[src/rtl/logic_gates.sv]
// Registered bank of the seven basic two-input logic functions, applied bitwise.
// One lane per bit; all seven results are captured together with a single valid.

module logic_gates_lane (
  input  logic       i_a,
  input  logic       i_b,
  output logic [6:0] o_y
);
  // Bit order matches y1..y7 in the top: [0]=AND ... [6]=NOT a
  assign o_y[0] = i_a & i_b;
  assign o_y[1] = i_a | i_b;
  assign o_y[2] = ~(i_a & i_b);
  assign o_y[3] = ~(i_a | i_b);
  assign o_y[4] = i_a ^ i_b;
  assign o_y[5] = ~(i_a ^ i_b);
  assign o_y[6] = ~i_a;
endmodule

module logic_gates #(
  parameter int WIDTH = 1
) (
  input  logic             clk,
  input  logic             rst,
  input  logic             in_valid,
  input  logic [WIDTH-1:0] a,
  input  logic [WIDTH-1:0] b,
  output logic             out_valid,
  output logic [WIDTH-1:0] y1,
  output logic [WIDTH-1:0] y2,
  output logic [WIDTH-1:0] y3,
  output logic [WIDTH-1:0] y4,
  output logic [WIDTH-1:0] y5,
  output logic [WIDTH-1:0] y6,
  output logic [WIDTH-1:0] y7
);
  localparam int NFN = 7;

  logic [WIDTH-1:0][NFN-1:0] w_lane;
  logic [NFN-1:0][WIDTH-1:0] w_fn;
  logic [NFN-1:0][WIDTH-1:0] r_y;
  logic                      r_out_valid;

  genvar gi;
  generate
    for (gi = 0; gi < WIDTH; gi++) begin : g_lane
      logic_gates_lane u_lane (
        .i_a (a[gi]),
        .i_b (b[gi]),
        .o_y (w_lane[gi])
      );
    end
  endgenerate

  // Regroup lane-major results into function-major words
  always_comb begin
    w_fn = '0;
    for (int k = 0; k < NFN; k++)
      for (int i = 0; i < WIDTH; i++)
        w_fn[k][i] = w_lane[i][k];
  end

  // Single register bank so no output can update without the others;
  // inverting outputs read 0 during reset, not the a=b=0 result.
  always_ff @(posedge clk or posedge rst) begin
    if (rst) begin
      r_y         <= '0;
      r_out_valid <= 1'b0;
    end else if (in_valid) begin
      r_y         <= w_fn;
      r_out_valid <= 1'b1;
    end
  end

  assign out_valid = r_out_valid;
  assign y1 = r_y[0];
  assign y2 = r_y[1];
  assign y3 = r_y[2];
  assign y4 = r_y[3];
  assign y5 = r_y[4];
  assign y6 = r_y[5];
  assign y7 = r_y[6];
endmodule

[config.mk]
export PLATFORM = sky130hd
export DESIGN_NAME = logic_gates
export DESIGN_NICKNAME = d
export VERILOG_FILES = /design/src/rtl/logic_gates.sv
export SDC_FILE = /design/constraint.sdc
export NUM_CORES = 1
export LEC_CHECK = 0
export CAP_MARGIN = 25
export CORE_AREA = 2 2 39 41
export DETAILED_ROUTE_END_ITERATION = 16
export DIE_AREA = 0 0 41 43
export SLEW_MARGIN = 40
export SYNTH_ARGS = -nofsm -noshare
export SYNTH_HDL_FRONTEND = slang
export SYNTH_SLANG_ARGS = --single-unit
export TNS_END_PERCENT = 5
[constraint.sdc]
create_clock -name clk -period 0.8 [get_ports clk]
set_clock_uncertainty 0.05 [all_clocks]
set_input_delay 0.08 -clock clk [delete_from_list [all_inputs] [get_ports clk]]
set_output_delay 0.08 -clock clk [all_outputs]
set_load 0.005 [all_outputs]
# Yosys cells after proc, flatten, opt, wreduce, memory -nomap -nowiden

Index checks and enable logic that the tools add are counted.

Bits of input ports: 5
Word-level logic and storage cells: 15
Bits in registers: 8
Output and inout port bits: 8

Bitwise logic cells: 7

Operators with widths:

| cell        | number |
|---|---|
| $not 1->1   | 4 |
| $and 1x1->1 | 1 |
| $or 1x1->1  | 1 |
| $xor 1x1->1 | 1 |

# Depth between registers and ports, before layout

Gate-level depths: netlist of run 1.

Depth in word-level cells: 2
Depth in mapped cells: 3
Mapped depth without buffers: 3

# Cells and area by module

Synthesis of run 1 repeated with hierarchy kept, for this count alone.

Cells, all modules: 27
Area total of the unflattened synthesis: 395.4 um^2

Modules (own cells, without submodules):

| module           | area each (um^2) | times used | seq. area each (um^2) | cells each |
|---|---|---|---|---|
| logic_gates      | 326.6            | 1          | 200.2                 | 18 |
| logic_gates_lane | 68.8             | 1          | 0.0                   | 9 |

# Worst setup path after synthesis of run 1

No wires, ideal clock.

Path kind: input to register
From: in a
To: reg r_y, in the netlist y5
Arrival time: 0.663 ns
Data required time: 0.625 ns
Path slack: -0.038 ns
Stages on the path: 3
Path buffers: 0
Library setup time: 0.125 ns
Path through: inv_1 -> ha_1 -> mux2_2

Cells in the longest elaborated chain, start to end: 1

Ends and longest elaborated chain:

| item                              | RTL line | RTL |
|---|---|---|
| from (decl)                       | 25       | `input logic [WIDTH-1:0] a,` |
| $xor 1x1->1                       | 14       | `assign o_y[4] = i_a ^ i_b;` |
| named net g_lane[0].u_lane.o_y[4] | 7        | `output logic [6:0] o_y` |
| to (signal assigned)              | 69       | `r_y <= w_fn;` |
| to (decl)                         | 40       | `logic [NFN-1:0][WIDTH-1:0] r_y;` |

The timed path passes the listed nets, and every way through them passes these cells.
A chain may end at the register's enable or synchronous reset.

==> results.sh, run 1 <==
export IMPL_cts_tree="yes"
export IMPL_drive_above_1_share_pct=54.2
export IMPL_ant_nets=0
export IMPL_antennaDiodeCount=0
export IMPL_die_h_um=43
export IMPL_synth_top_family_by_area="multiplexers"
export IMPL_drt_total_wl_um=659
export IMPL_power_density_nw_per_um2=1720
export IMPL_rsz0062_at_grt="true"
export IMPL_fmax_mhz=1090
export IMPL_slew_viol_final=0
export IMPL_status="finished with violations"
export IMPL_synth_area_leaders="dfrtp_1 (55%), ha_1 (14%), mux2_4 (12%)"
export IMPL_syn_nets=36
export IMPL_async_flop_share_pct=100
export IMPL_crit_path_max_fanout=2
export IMPL_met1Wirelength_um=276
export IMPL_setup_viol=12
export IMPL_postCtsHoldBufs=0
export IMPL_rows=14
export IMPL_synthTopCellsByCount="dfrtp_1 (8), ha_1 (4)"
export IMPL_synth_seq_area_share_pct=55.4
export IMPL_crit_type="flip-flop to flip-flop"
export IMPL_cts_inserted_buffers=3
export IMPL_yosysUniqueCellTypes=9
export IMPL_first_pass_iters=1
export IMPL_syn_to_final_growth_pct=51.9
export IMPL_post_synth_inst_count=27
export IMPL_fin_crit_ps=914
export IMPL_setup_slack_ps=-114
export IMPL_wl_met3_um=37
export IMPL_synth_largest_area_cell="dfrtp_1"
export IMPL_synthAdderAreaFrac_pct=13.8
export IMPL_ys_ff_latch=8
export IMPL_synth_top_cell_area_share_pct=55.4
export IMPL_wire_per_inst_um=10.3
export IMPL_fin_crit_sh_pct=114
export IMPL_crit_path_end_kind="flip-flop"
export IMPL_grt_pass1_wl_mm=1.20
export IMPL_whs_ps=29.9
export IMPL_critPathLaunchType="flip-flop"
export IMPL_final_nets=59
export IMPL_die_area_um2=1760
export IMPL_maxCapViolCount=0
export IMPL_synthMuxAreaShare_pct=15.6
export IMPL_rr_worst_depth=2
export IMPL_overflow=0
export IMPL_dp_cells=60
export IMPL_power_total_mw=0.943
export IMPL_min_path_type="primary input to asynchronous set/reset pin"
export IMPL_cp_required_ps=880
export IMPL_num_vias=256
export IMPL_tightestPinTransition_ps=305
export IMPL_synth_edf_count=0
export IMPL_clk_latency_ps=240
export IMPL_core_area_um2=1380
export IMPL_route_detailed_drc=0
export IMPL_topRoutingLayerUsed="met3"
export IMPL_ioPinCount=13
export IMPL_dp_hpwl_um=539
export IMPL_cp_arrival_ps=990
export IMPL_yosys_warnings=0
export IMPL_synth_compound_area_share_pct=4.15
export IMPL_synth_most_common_cell="dfrtp_1"
export IMPL_hold_violations=0
export IMPL_viasPerCell=4.00
export IMPL_synth_xor_area_share_pct=0
export IMPL_synth_ff_type="dfrtp_1"
export IMPL_htreeDepth=1
export IMPL_cts_buffer_depth=2
export IMPL_clk_pin_slew_ps=50
export IMPL_clock_sinks=8
export IMPL_io_buffer_count=12
export IMPL_yosys_area_share_simple_pct=4.84
export IMPL_root_buffer="clkbuf_4"
export IMPL_grt_pass1_vias=265
export IMPL_track_usage_pct=10.8
export IMPL_instances_no_fill=64
export IMPL_power_leakage_nw=0.276
export IMPL_met2_length_um=346
export IMPL_detail_route_iter0_violations=0
export IMPL_violations="setup timing"
export IMPL_ir_drop_mv=0.825
export IMPL_avgSynthCellArea_um2=13.4
export IMPL_netlist_area_um2=362
export IMPL_gp_congestion=0.694
export IMPL_n_fill_cell=149
export IMPL_antenna_found_initial=0
export IMPL_relSlewSlack_pct=79.6
export IMPL_die_w_um=41
export IMPL_start_util_pct=26.1
export IMPL_pre_cts_ws_ps=-536
export IMPL_grt_max_degree=11
[path summary, 6_finish.rpt]
kind,slack (ps),from,endpoint
max,-110,y4,y4
max reg2reg,-110,y4,y4
max in group asynchronous,440,rst,y4
min,30,rst,y3
min reg2reg,410,out_valid,out_valid
min in group clk,250,in_valid,y6
[repair_timing]
item | 4_1_cts | 5_1_grt
gates resized for setup | 36 | 3
gates cloned | 0 | 0
buffers inserted | 1 | 0
setup endpoints to repair | 15 | 13
[state kept, by name, summed over array words and instances, names as in the netlist]
register / count
out_valid: 1
y1: 1
y2: 1
y3: 1
y4: 1
y5: 1
y6: 1
y7: 1
[cell usage in the layout (no fill, tap or decap), types with 2 or more instances in the layout]
cell type / n
nor2_1: 2
buf_6: 2
clkbuf_4: 3
buf_2: 8
buf_4: 5
dfrtp_1: 8
mux2_4: 4
a21oi_1: 3
inv_2: 2
dlygate4sd2_1: 2
ha_1: 3
[metrics by stage]
stage          TNS, ps  util (%)  area (µm²)
2_1_floorplan        0         -         378
3_3_place_gp     -4290      39.9         552
3_5_place_dp     -4440      39.9         552
4_1_cts          -1090      39.2         542
5_1_grt          -1380      39.7         549
6_report          -935      39.7         549
[where the power goes]
part / internal [mW] / switching, mW / leakage, nW
logic: 0.117 / 0.0723 / 0.172
clock network: 0.171 / 0.124 / 0.0138
registers: 0.441 / 0.0180 / 0.0894
total: 0.729 / 0.215 / 0.276
[layout make-up]
| type | instances | area (µm²) | share of cell area, % |
|---|---|---|---|
| clock buffers | 3 | 22.5 | 4.10 |
| inverters | 3 | 11.3 | 2.05 |
| multi-input cells | 15 | 158 | 28.7 |
| flip-flops and latches | 8 | 200 | 36.4 |
| well taps | 16 | 20.0 | 3.64 |
| repair buffers | 19 | 138 | 25.1 |
[cell families after synthesis]
family	count (synthesis)
compound gates	3
fa+ha+maj	4
buf+inv	4
flops	8
mux	4
simple gates	4
[layer usage]
layer / vias up / global-route usage (%)
met2: 7 / 16.9
met3: 0 / 4.71
met5: - / 0
li1: 130 / -
met4: 0 / 6.00
met1: 119 / 11.6
[critical path, stage by stage (launching register included)]
cell,delay [ps]
dfrtp_1,380
buf_6,110
mux2_4,250
Note: power is estimated with default switching activity, not from simulation.
==> run 2, diff against run 1 <==
--- a/config.mk
+++ b/config.mk
@@ -5,11 +5,13 @@
 export SDC_FILE = /design/constraint.sdc
 export NUM_CORES = 1
 export LEC_CHECK = 0
+export ABC_AREA = 1
 export CAP_MARGIN = 25
 export CORE_AREA = 2 2 39 41
 export DETAILED_ROUTE_END_ITERATION = 16
 export DIE_AREA = 0 0 41 43
-export SLEW_MARGIN = 40
+export PLACE_DENSITY_LB_ADDON = 0.08
+export SLEW_MARGIN = 10
 export SYNTH_ARGS = -nofsm -noshare
 export SYNTH_HDL_FRONTEND = slang
 export SYNTH_SLANG_ARGS = --single-unit
==> run 2 against run 1 <==
Compared with the run above:
- the flow still finishes with violations (setup timing)
- area after synthesis increased by 3.1%
- count of clock-buffer cells in the layout unchanged
- synthesized cell count increased by 56%
- die area unchanged
- register-to-register slack improved by 60 ps
- worst setup slack improved by 29 ps
- sequential share of layout area decreased by 0.65 points
- clock power about the same
- total power decreased by 1.1%
- critical endpoint is now y1
==> results.sh, run 2 <==
export IMPL_syn_to_final_growth_pct=50.0
export IMPL_io_buffer_count=12
export IMPL_finalCoreUtilization_pct=40.4
export IMPL_met1_usage_pct=9.93
export IMPL_rows=14
export IMPL_cp_required_ps=670
export IMPL_rsz0062_at_grt="true"
export IMPL_crit_family="flip-flops"
export IMPL_drt_total_wl_um=648
export IMPL_ant_nets=0
export IMPL_slowest_stage="dfrtp_1"
export IMPL_n_fill_cell=147
export IMPL_use_met3_pct=3.14
export IMPL_root_buffer="clkbuf_4"
export IMPL_cp_arrival_ps=750
export IMPL_synth_area_leaders="dfrtp_1 (54%), nand2_1 (21%), ha_1 (13%)"
export IMPL_violations="setup timing"
export IMPL_crit_path_max_fanout=2
export IMPL_gp_congestion=0.680
export IMPL_busiest_layer="met2"
export IMPL_dp_hpwl_um=522
export IMPL_crit_path_end_kind="primary output"
export IMPL_route_detailed_drc=0
export IMPL_hold_violations=0
export IMPL_pre_cts_ws_ps=-422
export IMPL_htreeDepth=1
export IMPL_ir_drop_mv=0.639
export IMPL_power_leakage_nw=0.339
export IMPL_slew_viol_final=0
export IMPL_core_area_um2=1380
export IMPL_cpPeakStageDelay_ps=380
export IMPL_worstSetupStartpoint="y1"
export IMPL_r2r_start="y7"
export IMPL_synth_edf_count=0
export IMPL_cts_buffer_depth=2
export IMPL_antenna_found_initial=0
export IMPL_wire_per_inst_um=7.90
export IMPL_setup_slack_ps=-84.6
export IMPL_relSlewSlack_pct=80.8
export IMPL_finalSetupTns_ps=-613
export IMPL_detail_route_iter0_violations=3
export IMPL_overflow=0
export IMPL_gr_usage_met2_pct=13.4
export IMPL_drive_above_1_share_pct=36.4
export IMPL_async_flop_share_pct=100
export IMPL_synthTopCellsByCount="nand2_1 (21), dfrtp_1 (8), inv_1 (6), ha_1 (4)"
export IMPL_fmax_mhz=1130
export IMPL_syn_nets=51
export IMPL_min_path_type="primary input to asynchronous set/reset pin"
export IMPL_clock_sinks=8
export IMPL_ioPinCount=13
export IMPL_cts_tree="yes"
export IMPL_critPathLaunchType="flip-flop"
export IMPL_whs_ps=24.9
export IMPL_post_synth_inst_count=42
export IMPL_synth_most_common_cell="nand2_1"
export IMPL_die_area_um2=1760
export IMPL_grt_max_degree=9
export IMPL_tightestPinTransition_ps=288
export IMPL_clk_pin_slew_ps=50
export IMPL_synth_top_cell_area_share_pct=53.7
export IMPL_seqCellArea_um2=200
export IMPL_ys_ff_latch=8
export IMPL_final_common_cell="nand2_1"
export IMPL_start_util_pct=26.9
export IMPL_grt_pass1_wl_mm=1.06
export IMPL_postCtsHoldBufs=0
export IMPL_netlist_area_um2=373
export IMPL_final_nets=77
export IMPL_num_vias=319
export IMPL_first_pass_iters=2
export IMPL_die_w_um=41
export IMPL_avgSynthCellArea_um2=8.88
export IMPL_crit_type="flip-flop to primary output"
export IMPL_setup_viol=9
export IMPL_yosys_warnings=0
export IMPL_viasPerCell=3.89
export IMPL_cts_inserted_buffers=3
export IMPL_synth_largest_area_cell="dfrtp_1"
export IMPL_fin_crit_ps=885
export IMPL_synth_seq_area_share_pct=53.7
export IMPL_clk_latency_ps=250
export IMPL_status="finished with violations"
export IMPL_maxCapViolCount=0
export IMPL_die_h_um=43
export IMPL_power_density_nw_per_um2=1670
export IMPL_yosysUniqueCellTypes=7
export IMPL_antennaDiodeCount=0
export IMPL_grt_pass1_vias=288
export IMPL_multi_input_area_um2=135
export IMPL_layout_common_cells="nand2_1 (21), buf_4 (10), dfrtp_1 (8), buf_2 (8)"
export IMPL_track_usage_pct=9.22
export IMPL_crit_chain="buf_2"
export IMPL_fin_crit_sh_pct=111
export IMPL_synth_ff_type="dfrtp_1"
export IMPL_critical_path_buf_inv_count=1
## run 2: cell types whose count changed after synthesis, sizes merged
cell	delta
mux2	-4
a21oi	-3
nand2	+21
nor2	-3
inv	+4
## run 2: cell type report
type | count | share of cell area (%)
Clock buffer | 3 | 4.03
Inverter | 7 | 4.70
Multi-Input combinational cell | 26 | 24.2
Sequential cell | 8 | 35.8
Tap cell | 16 | 3.58
Timing Repair Buffer | 22 | 27.7
## run 2: timing repair
action | CTS | global route
setup buffers | 4 | 0
hold endpoints to repair | 0 | 0
pin swaps | 1 | 0
setup endpoints to repair | 14 | 12
gates resized for setup | 36 | 1
## run 2: worst paths after layout
| check | cells past startpoint | slack (ps) | endpoint |
|---|---|---|---|
| worst max-delay path | 1 | -80 | y1 |
| worst min-delay path | 2 | 20 | y3 |
| worst max register to register | 4 | -50 | y7 |
| worst min register to register | 1 | 400 | out_valid |
| max in group asynchronous | 2 | 450 | y5 |
| min in group clk | 3 | 120 | y3 |
## run 2: cell families after synthesis
family	share of synthesized area [%]
fa+ha+maj	13.4
flops	53.7
simple gates	22.8
buf+inv	10.1
## run 2: per-stage QoR
| step | power [mW] | cells | area, µm² |
|---|---|---|---|
| after global routing | 1.02 | 82 | 559 |
| after CTS | 0.960 | 82 | 557 |
| after global placement | 0.652 | 75 | 547 |
| final | 0.933 | 82 | 559 |
| after floorplan | 0.530 | 42 | 373 |
| after detailed placement | 0.656 | 75 | 547 |
## run 2: report_power, final
part | total, mW | internal [mW] | switching [mW]
Combinational | 0.183 | 0.104 | 0.0784
Clock | 0.296 | 0.171 | 0.125
Sequential | 0.454 | 0.439 | 0.0147
Total | 0.933 | 0.714 | 0.218
## run 2: routing by layer
layer / wire [µm] / vias to the layer above
met5: 0 / -
li1: - / 173
met4: 0 / 0
met2: 306 / 9
met3: 55 / 0
met1: 286 / 137
